==> src/rtl/fp_pkg.sv <==
// ============================================================================
//  Module      : fp_pkg
//  Description : Shared widths, FSM encoding and saturation constant for the
//                sequential single-precision divider.
//  Revision    : 1.0 - initial release
// ============================================================================
`default_nettype none

package fp_pkg;

    localparam int EXP_W = 8;
    localparam int MAN_W = 23;
    localparam int BIAS  = 127;
    localparam int ITER  = MAN_W + 2;
    localparam int FP_W  = 1 + EXP_W + MAN_W;
    localparam int EXT_W = EXP_W + 2;
    localparam int CNT_W = 5;

    localparam logic [FP_W-2:0] FP_MAX_MAG = 31'h7F7FFFFF;

    typedef enum logic [1:0] {
        IDLE = 2'd0,
        CALC = 2'd1,
        NORM = 2'd2,
        DONE = 2'd3
    } state_t;

endpackage

`default_nettype wire

==> src/rtl/fp_div_seq_if.sv <==
// ============================================================================
//  Module      : fp_div_seq_if
//  Description : Operand/result handshake bundle for fp_div_seq.
//  Revision    : 1.0 - initial release
// ============================================================================
`default_nettype none

interface fp_div_seq_if;
    import fp_pkg::*;

    logic            in_valid;
    logic            in_ready;
    logic [FP_W-1:0] N;
    logic [FP_W-1:0] D;
    logic            out_valid;
    logic            out_ready;
    logic [FP_W-1:0] P;
    logic            Exception;

    modport slave (
        input  in_valid, N, D, out_ready,
        output in_ready, out_valid, P, Exception
    );

    modport master (
        output in_valid, N, D, out_ready,
        input  in_ready, out_valid, P, Exception
    );

endinterface

`default_nettype wire

==> src/rtl/fp_div_core.sv <==
// ============================================================================
//  Module      : fp_div_core
//  Description : One restoring radix-2 division step: {rem,div} -> {rem',qbit}.
//  Revision    : 1.0 - initial release
// ============================================================================
`default_nettype none

module fp_div_core
    import fp_pkg::*;
(
    input  wire logic [ITER-1:0]  rem_i,
    input  wire logic [MAN_W:0]   div_i,
    output logic      [ITER-1:0]  rem_o,
    output logic                  qbit_o
);

    logic [ITER-1:0] w_div_ext;
    logic [ITER-1:0] w_sel;

    assign w_div_ext = {1'b0, div_i};
    assign qbit_o    = (rem_i >= w_div_ext);
    assign w_sel     = qbit_o ? (rem_i - w_div_ext) : rem_i;
    // Partial remainder is always below div, so the shifted MSB is never lost.
    assign rem_o     = w_sel << 1;

endmodule

`default_nettype wire

==> src/rtl/fp_div_seq.sv <==
// ============================================================================
//  Module      : fp_div_seq
//  Description : Sequential IEEE-754 single-precision divider P = N / D,
//                one quotient bit per clock, truncating, saturate/flush rules.
//  Revision    : 1.0 - initial release
// ============================================================================
`default_nettype none

module fp_div_seq
    import fp_pkg::*;
(
    input  wire logic     clk,
    input  wire logic     rst_n,
    fp_div_seq_if.slave   bus
);

    state_t                   state_q, state_d;
    logic                     sign_q, sign_d;
    logic signed [EXT_W-1:0]  e_un_q, e_un_d;
    logic [ITER-1:0]          rem_q, rem_d;
    logic [MAN_W:0]           div_q, div_d;
    logic [ITER-1:0]          quo_q, quo_d;
    logic [CNT_W-1:0]         cnt_q, cnt_d;
    logic [FP_W-1:0]          p_q, p_d;
    logic                     exc_q, exc_d;

    logic [EXP_W-1:0]         w_en, w_ed;
    logic [MAN_W-1:0]         w_mn, w_md;
    logic                     w_sign, w_exc, w_n_zero;
    logic signed [EXT_W-1:0]  w_e_un;
    logic [ITER-1:0]          w_rem_next;
    logic                     w_qbit;
    logic signed [EXT_W-1:0]  w_e_norm;
    logic [MAN_W-1:0]         w_man;
    logic [FP_W-1:0]          w_packed;

    assign w_sign   = bus.N[FP_W-1] ^ bus.D[FP_W-1];
    assign w_en     = bus.N[FP_W-2:MAN_W];
    assign w_ed     = bus.D[FP_W-2:MAN_W];
    assign w_mn     = bus.N[MAN_W-1:0];
    assign w_md     = bus.D[MAN_W-1:0];
    assign w_exc    = (&w_en) | (&w_ed) | (w_ed == '0);
    assign w_n_zero = (w_en == '0);
    assign w_e_un   = $signed({2'b00, w_en}) - $signed({2'b00, w_ed})
                    + $signed(EXT_W'(BIAS));

    fp_div_core u_core (
        .rem_i  (rem_q),
        .div_i  (div_q),
        .rem_o  (w_rem_next),
        .qbit_o (w_qbit)
    );

    // Quotient lies in (0.5, 2): a clear top bit means one extra normalising shift.
    assign w_e_norm = quo_q[ITER-1] ? e_un_q : (e_un_q - EXT_W'(1));
    assign w_man    = quo_q[ITER-1] ? quo_q[ITER-2:1] : quo_q[ITER-3:0];
    assign w_packed = (w_e_norm >= $signed(EXT_W'(255))) ? {sign_q, FP_MAX_MAG} :
                      (w_e_norm <= $signed(EXT_W'(0)))   ? {sign_q, {(FP_W-1){1'b0}}} :
                                                           {sign_q, w_e_norm[EXP_W-1:0], w_man};

    always_ff @(posedge clk or negedge rst_n) begin
        if (!rst_n) begin
            state_q <= IDLE;
            sign_q  <= 1'b0;
            e_un_q  <= '0;
            rem_q   <= '0;
            div_q   <= '0;
            quo_q   <= '0;
            cnt_q   <= '0;
            p_q     <= '0;
            exc_q   <= 1'b0;
        end else begin
            state_q <= state_d;
            sign_q  <= sign_d;
            e_un_q  <= e_un_d;
            rem_q   <= rem_d;
            div_q   <= div_d;
            quo_q   <= quo_d;
            cnt_q   <= cnt_d;
            p_q     <= p_d;
            exc_q   <= exc_d;
        end
    end

    always_comb begin
        state_d = state_q;
        sign_d  = sign_q;
        e_un_d  = e_un_q;
        rem_d   = rem_q;
        div_d   = div_q;
        quo_d   = quo_q;
        cnt_d   = cnt_q;
        p_d     = p_q;
        exc_d   = exc_q;
        unique case (state_q)
            IDLE: begin
                if (bus.in_valid) begin
                    sign_d = w_sign;
                    exc_d  = w_exc;
                    // Invalid operands and a zero dividend resolve without iterating.
                    if (w_exc || w_n_zero) begin
                        state_d = DONE;
                        p_d     = w_exc ? {w_sign, FP_MAX_MAG} : {w_sign, {(FP_W-1){1'b0}}};
                    end else begin
                        state_d = CALC;
                        rem_d   = {1'b0, 1'b1, w_mn};
                        div_d   = {1'b1, w_md};
                        quo_d   = '0;
                        cnt_d   = CNT_W'(ITER - 1);
                        e_un_d  = w_e_un;
                    end
                end
            end
            CALC: begin
                rem_d        = w_rem_next;
                quo_d[cnt_q] = w_qbit;
                cnt_d        = cnt_q - CNT_W'(1);
                if (cnt_q == '0) begin
                    state_d = NORM;
                end
            end
            NORM: begin
                p_d     = w_packed;
                exc_d   = 1'b0;
                state_d = DONE;
            end
            DONE: begin
                if (bus.out_ready) begin
                    state_d = IDLE;
                end
            end
            default: state_d = IDLE;
        endcase
    end

    assign bus.in_ready  = (state_q == IDLE);
    assign bus.out_valid = (state_q == DONE);
    assign bus.P         = p_q;
    assign bus.Exception = exc_q;

endmodule

`default_nettype wire

==> src/flat_wrapper.sv <==
// flat-port wrapper written by rule: the top's interface ports become plain ports
module fp_div_seq_flat import fp_pkg::*;
  (clk, rst_n, bus_in_valid, bus_N, bus_D, bus_out_ready, bus_in_ready, bus_out_valid, bus_P, bus_Exception);
  fp_div_seq_if bus_i ();
  input  wire logic clk;
  input  wire logic rst_n;
  input wire logic [$bits(bus_i.in_valid)-1:0] bus_in_valid;
  input wire logic [$bits(bus_i.N)-1:0] bus_N;
  input wire logic [$bits(bus_i.D)-1:0] bus_D;
  input wire logic [$bits(bus_i.out_ready)-1:0] bus_out_ready;
  output wire logic [$bits(bus_i.in_ready)-1:0] bus_in_ready;
  output wire logic [$bits(bus_i.out_valid)-1:0] bus_out_valid;
  output wire logic [$bits(bus_i.P)-1:0] bus_P;
  output wire logic [$bits(bus_i.Exception)-1:0] bus_Exception;
  assign bus_i.in_valid = bus_in_valid;
  assign bus_i.N = bus_N;
  assign bus_i.D = bus_D;
  assign bus_i.out_ready = bus_out_ready;
  assign bus_in_ready = bus_i.in_ready;
  assign bus_out_valid = bus_i.out_valid;
  assign bus_P = bus_i.P;
  assign bus_Exception = bus_i.Exception;
  fp_div_seq u_core (.clk(clk), .rst_n(rst_n), .bus(bus_i));
endmodule
==> config.mk <==
export PLATFORM = sky130hd
export DESIGN_NAME = fp_div_seq_flat
export DESIGN_NICKNAME = d
export VERILOG_FILES = /design/src/rtl/fp_pkg.sv /design/src/rtl/fp_div_seq_if.sv /design/src/rtl/fp_div_core.sv /design/src/rtl/fp_div_seq.sv /design/src/flat_wrapper.sv
export SDC_FILE = /design/constraint.sdc
export NUM_CORES = 1
export LEC_CHECK = 0
export BUFFER_PORTS_ARGS = -buffer_cell sky130_fd_sc_hd__buf_2
export CORE_ASPECT_RATIO = 1.4
export CORE_MARGIN = 2
export CORE_UTILIZATION = 60
export DETAILED_ROUTE_END_ITERATION = 10
export PLACE_DENSITY = 0.93
export SYNTH_ARGS = -nofsm -noshare
export SYNTH_HDL_FRONTEND = slang
export SYNTH_SLANG_ARGS = --single-unit
==> constraint.sdc <==
create_clock -name clk -period 4.54 [get_ports clk]
set_input_delay 0.681 -clock clk [delete_from_list [all_inputs] [get_ports clk]]
set_output_delay 0.681 -clock clk [all_outputs]
set_load 0.01 [all_outputs]
==> results.cfg, run 1 <==
[critical_path]
startpoint = u_core.e_un_q[0]
r2r_start = u_core.e_un_q[0]
r2r_cells = 9
r2r_slack_ns = 0.99
slowest_delay_ns = 0.68
worstPathCellList = inv_1 -> ha_1 -> mux2_2 -> or4_1 -> or3_1 -> or3_1 -> a21oi_2 -> a211o_1 -> o22a_2
cp_common_cell = or3_1
endpoint_kind = register
worst_r2r_endpoint = u_core.bus.P[19]
start_kind = register
cp_max_fo = 26
crit_arrival_ns = 3.90
path_class = reg -> reg
worstPathRequired_ns = 4.89
slowest_stage = a211o_1

[global_route]
antenna_found_initial = 1
grt-ovfl-total = 0
grt_max_degree = 67
grt_pass1_wl_microns = 31300
first_global_vias = 6578
grt_util_all_layers_pct = 27.4

[place]
gp_congestion = 0.930
dp.cells = 1061
dp_hpwl_microns = 13200
numPortBuffers = 102
placed_cell_area_sq_um = 8610
place_ws_ns = 1.07

[synth]
synth_edf_count = 0
syn-num-nets = 925
yosysUniqueCellTypes = 62
ys_seq_area_share_pct = 39.3
netlist_area_sq_um = 7960
synth_top_family_by_area = compound AO/OA/AOI/OAI gates
syn_inst = 812
synth.avg_cell_area_sq_um = 9.81
synth-main-ff-cell = dfrtp_1
yosys.area_share.adder_pct = 7.26
synth_xor_area_share_pct = 4.62
yosysWarningCount = 0
async_flop_share_pct = 100
synthMuxAreaShare_pct = 10.7
synth_compound_area_share_pct = 19.7
yosys.area_share.simple_pct = 13.5
ys_seq_elements = 125

[power]
total_power_mw = 7.72
switching_power_mw = 3.24
p_per_area_nw_per_um2 = 832
cell_internal_pwr_mw = 4.48
clkPwrFrac_pct = 19.6
p_leak_nw = 4.25
p_comb_share_pct = 54.1
seqPwrFrac_pct = 26.3
p_sw_share_pct = 42.0
ir_drop_v = 0.000619

[sta]
min_period_over_period_pct = 78.3
timing.hold.ws_ns = 0.342
worst_slew_pin_slew_ns = 0.887
slew_headroom_pct = 40.3
rsz0062_at_grt = false
setup_viol = 0
layout_setup_ws_ns = 0.987
clock_skew_ns = 0.0129
drv_slew = 0
fin_crit_ns = 3.55
finalHoldViolations = 0
fmax_mhz = 281
fin_setup_tns_ns = 0

[clocking]
clk_latency_ns = 0.42
cts-resized-gates = 0
clk_pin_slew_ns = 0.06
clockBufferDepth = 2
cts-root-buf = clkbuf_16
clkSinkCount = 125
h-tree-depth = 4
postCtsSetupRepairBufs = 0
cts_tree = done
cts-hold-fix-buffers = 0
numCtsBuffers = 17

[finish]
fin_util_pct = 71.7
final_nets = 1015
fin_cells = 1094
drive_gt1_share_pct = 25.8
area_delta_synth_final_pct = 16.5
fin_area_sq_um = 9280

[route]
first_pass_iters = 6
num_vias = 6738
totalWireLength_microns = 19000
via_per_inst = 6.16
wl_per_cell_microns = 17.3
drc = 0
initialDrtViolationCount = 469
ant_nets = 0

[flow_run]
drv_cap = 0

[floorplanning]
io-pin-count = 103
die-area_sq_um = 14200
start_util_pct = 61.6
die_y_microns = 140
core_area_sq_um = 12900
die-width_microns = 101
std_cell_rows = 49

[min_path]
min_path_type = in -> async

[status]
outcome = finished clean
==> cells in the final DEF (no fill, tap or decap), types with 27 or more instances in the layout <==
cell     netlist  routed
a22o_1        27      27
buf_2          0     101
dfrtp_1      125     125
ha_1          43      43
inv_1         51      51
mux2_2        52      52
mux2i_1       27      27
nand2_1       60      60
nor2_1        65      65
o21ai_0       43      43
==> kinds of logic after synthesis <==
logic type,after synthesis
xor+xnor,42
fa+ha+maj,45
mux,79
simple gates,218
compound gates,211
buf+inv,92
flops,125
==> critical path, delay by kind of cell (launching register included) <==
family | cells | cell delay (ns)
flops | 1 | 0.43
simple gates | 3 | 1.20
buf+inv | 1 | 0.08
compound gates | 3 | 1.18
mux | 1 | 0.30
fa+ha+maj | 1 | 0.29
==> worst max-delay path by stage <==
stage | end | slack, ns | depth (start not counted)
after global routing | u_core.bus.P[19] | 0.82 | 9
after floorplan | u_core.bus.P[6] | 1.65 | 11
after CTS | u_core.bus.P[19] | 1.01 | 9
after detailed placement | u_core.bus.P[12] | 1.07 | 9
final | u_core.bus.P[19] | 0.99 | 9
after global placement | u_core.bus.P[11] | 1.20 | 9
==> cell type report <==
class | instances | area, sq um
multi-input cells | 595 | 4480
repair buffers | 112 | 588
flip-flops and latches | 125 | 3130
well taps | 178 | 223
diodes | 1 | 2.50
clock inverters | 13 | 213
inverters | 51 | 191
fillers | 912 | 3660
clock buffers | 19 | 453
==> cell usage after synthesis (all sizes together), types with 4 or more instances <==
master  number  area, sq um
o31ai        4         30.0
dfrtp      125         3130
and3         4         25.0
a21oi       27          139
nand3       17         85.1
or3          5         31.3
mux2i       27          270
nor4         6         52.6
or4          8         60.1
a22o        27          236
nand4        9         56.3
o21a         7         52.6
a222oi      14          140
ha          43          538
inv         51          191
nor3         9         45.0
clkbuf      35          131
nand2       60          225
mux2        52          586
nor2        65          244
nor2b        6         37.5
o221a        5         56.3
a22oi        9         67.6
o211ai       9         67.6
or2          6         37.5
a21o        13         97.6
nand2b       8         50.1
xor2        16          140
xnor2       26          228
o22a        26          253
o21ai       43          215
buf          6         66.3
==> metal layers <==
metal  wire length [microns]  vias up  global-route usage, %
met5                       0        -                      0
met4                     471        0                   9.67
met3                     895       43                   4.84
met2                   10400      220                   50.0
met1                    7160     3316                   31.7
li1                        -     3159                      -
==> registers in the layout, summed over array words and instances, names as in the netlist <==
signal and count:
u_core.rem_q 25, u_core.div_q 24, u_core.e_un_q 10, u_core.state_q 2, u_core.bus.P 32, u_core.sign_q 1
u_core.quo_q 25, u_core.cnt_q 5, u_core.bus.Exception 1
==> power by group through the flow <==
stage               Clock [mW]  Sequential (mW)  Combinational, mW
floorplan                    0             1.98               3.15
global placement             0             2.00               3.93
detailed placement           0             2.03               4.05
CTS                       1.52             2.02               4.13
global route              1.58             2.10               4.60
finish                    1.52             2.03               4.18
No activity file was read; power rests on OpenSTA's default activity.
==> run 2, diff against run 1 <==
--- a/config.mk
+++ b/config.mk
@@ -5,6 +5,7 @@
 export SDC_FILE = /design/constraint.sdc
 export NUM_CORES = 1
 export LEC_CHECK = 0
+export ABC_AREA = 1
 export BUFFER_PORTS_ARGS = -buffer_cell sky130_fd_sc_hd__buf_2
 export CORE_ASPECT_RATIO = 1.4
 export CORE_MARGIN = 2
==> constraint.sdc (replaced) <==
create_clock -name clk -period 3.47 [get_ports clk]
set_input_delay 0.5205 -clock clk [delete_from_list [all_inputs] [get_ports clk]]
set_output_delay 0.5205 -clock clk [all_outputs]
set_load 0.01 [all_outputs]
==> results.cfg, run 2 <==
[status]
outcome = finished clean

[sta]
slew_headroom_pct = 37.2
fin_setup_tns_ns = 0
layout_setup_ws_ns = 0.669
fmax_mhz = 357
timing.hold.ws_ns = 0.176
drv_slew = 0
finalHoldViolations = 0
fin_crit_ns = 2.80
min_period_over_period_pct = 80.7
rsz0062_at_grt = false
setup_viol = 0
clock_skew_ns = 0.0130
worst_slew_pin_slew_ns = 0.942

[finish]
multiInputGateArea_sq_um = 4720
register_area_sq_um = 3130
final_common_cell = nand2_1
largest_reg_flops = 32
area_delta_synth_final_pct = 13.9
drive_gt1_share_pct = 13.7
fillers = 1203
antenna_cells = 0
final_cell_mix = nand2_1, nor2_1, inv_1
final_nets = 1440

[clocking]
postCtsSetupRepairBufs = 0
clk_latency_ns = 0.42
clk_pin_slew_ns = 0.06
cts-resized-gates = 0
clkSinkCount = 125
h-tree-depth = 4
cts-root-buf = clkbuf_16
cts-hold-fix-buffers = 0
clockBufferDepth = 2
numCtsBuffers = 17
cts_tree = done

[power]
switching_power_mw = 5.22
p_leak_nw = 5.13
seqPwrFrac_pct = 23.3
ir_drop_v = 0.000593
p_comb_share_pct = 59.8
cell_internal_pwr_mw = 5.04
p_sw_share_pct = 50.9
p_per_area_nw_per_um2 = 1040
clkPwrFrac_pct = 16.9

[synth]
synth-main-ff-cell = dfrtp_1
yosysTopAreaCellShare_pct = 36.0
synth.avg_cell_area_sq_um = 7.05
yosysWarningCount = 0
synth_edf_count = 0
synth.largest_area_cell = dfrtp_1
ys_seq_elements = 125
netlist_area_sq_um = 8690
yosysMostFrequentCell = nand2_1
ys_seq_area_share_pct = 36.0
async_flop_share_pct = 100
syn-num-nets = 1346
ys_top_cells_by_area = dfrtp_1, nand2_1, nor2_1, inv_1, ha_1
synth_common_cells = nand2_1, nor2_1, inv_1
syn_inst = 1233
yosysUniqueCellTypes = 45

[floorplanning]
io-pin-count = 103
die-width_microns = 106
core_area_sq_um = 14300
std_cell_rows = 52
die-area_sq_um = 15500
start_util_pct = 60.7
die_y_microns = 146

[critical_path]
r2r_start = u_core.state_q[0]
path_class = reg -> reg
start_kind = register
crit_arrival_ns = 3.10
r2r_slack_ns = 0.67
worst_r2r_endpoint = u_core.rem_q[1]
worstPathRequired_ns = 3.77
cp_max_fo = 31
endpoint_kind = register
r2r_cells = 11

[global_route]
grt_util_all_layers_pct = 30.7
grt-ovfl-total = 0
grt.busiest_layer = met2
grt_pass1_wl_microns = 38800
met2_usage_pct = 58.7
grt_max_degree = 59
antenna_found_initial = 0
met3_usage_pct = 4.33
first_global_vias = 8616
grtUsageMet1_pct = 33.0

[route]
drc = 0
initialDrtViolationCount = 501
num_vias = 8642
wl_per_cell_microns = 15.1
first_pass_iters = 7
totalWireLength_microns = 23000
ant_nets = 0
via_per_inst = 5.65

[flow_run]
drv_cap = 0

[place]
numPortBuffers = 102
place_ws_ns = 0.677
gp_congestion = 0.999
dp_hpwl_microns = 16900

[min_path]
min_path_type = in -> async
run 2: layout make-up:
cell class,count,area share [%]
Tap cell,189,2.39
Clock inverter,15,1.49
Timing Repair Buffer,119,6.59
Clock buffer,17,4.30
Sequential cell,125,31.6
Multi-Input combinational cell,907,47.7
Inverter,157,5.95
run 2: power by group through the flow:
stage	combinational, mW	sequential, mW	clock [mW]
global placement	5.85	2.36	0
floorplan	4.59	2.42	0
global route	6.92	2.45	1.81
CTS	6.08	2.38	1.74
finish	6.14	2.39	1.74
detailed placement	6.02	2.40	0
run 2: how the worst max path moves through the flow:
stage | slack [ns] | end | depth (start not counted) | start
after floorplan | 1.32 | u_core.e_un_q[7] | 12 | bus_N[23]
after global placement | 0.80 | u_core.rem_q[4] | 13 | bus_D[24]
after detailed placement | 0.68 | u_core.rem_q[1] | 13 | bus_D[24]
after CTS | 0.72 | u_core.rem_q[1] | 11 | u_core.state_q[0]
after global routing | 0.49 | u_core.rem_q[7] | 11 | u_core.state_q[0]
final | 0.67 | u_core.rem_q[1] | 11 | u_core.state_q[0]
run 2: logic make-up (layout without fill, tap and decap cells):
logic type | Yosys count | in the layout | share of synthesized area (%)
AND/OR/NAND/NOR | 630 | 630 | 31.7
AO/OA/AOI/OAI | 210 | 210 | 13.7
buffers and inverters | 201 | 308 | 9.66
flip-flops | 125 | 125 | 36.0
adder cells (fa/ha/maj) | 45 | 45 | 6.65
XOR/XNOR | 22 | 22 | 2.22
run 2: critical path, stage by stage, from the launching register on:
cell and delay [ns]:
dfrtp_1 0.40, inv_1 0.12, ha_1 0.27, inv_1 0.12
a21oi_1 0.19, nand3_1 0.11, buf_4 0.20, nand2_1 0.09
buf_4 0.28, inv_1 0.48, a22oi_1 0.33, nand2_1 0.08
run 2: through the flow:
| step | area (sq um) | power, mW | std cells | util (%) |
|---|---|---|---|---|
| after global placement | 9330 | 8.22 | 1497 | 65.2 |
| after CTS | 9900 | 10.2 | 1529 | 69.2 |
| final | 9900 | 10.3 | 1529 | 69.2 |
| after detailed placement | 9330 | 8.42 | 1497 | 65.2 |
| after floorplan | 8690 | 7.00 | 1233 | - |
| after global routing | 9900 | 11.2 | 1529 | 69.2 |
run 2: metal layers:
| layer | share of wire [%] | up-vias |
|---|---|---|
| met1 | 37 | 4020 |
| met4 | 3.6 | 0 |
| met2 | 54 | 322 |
| li1 | - | 4219 |
| met3 | 4.8 | 81 |
| met5 | 0 | - |
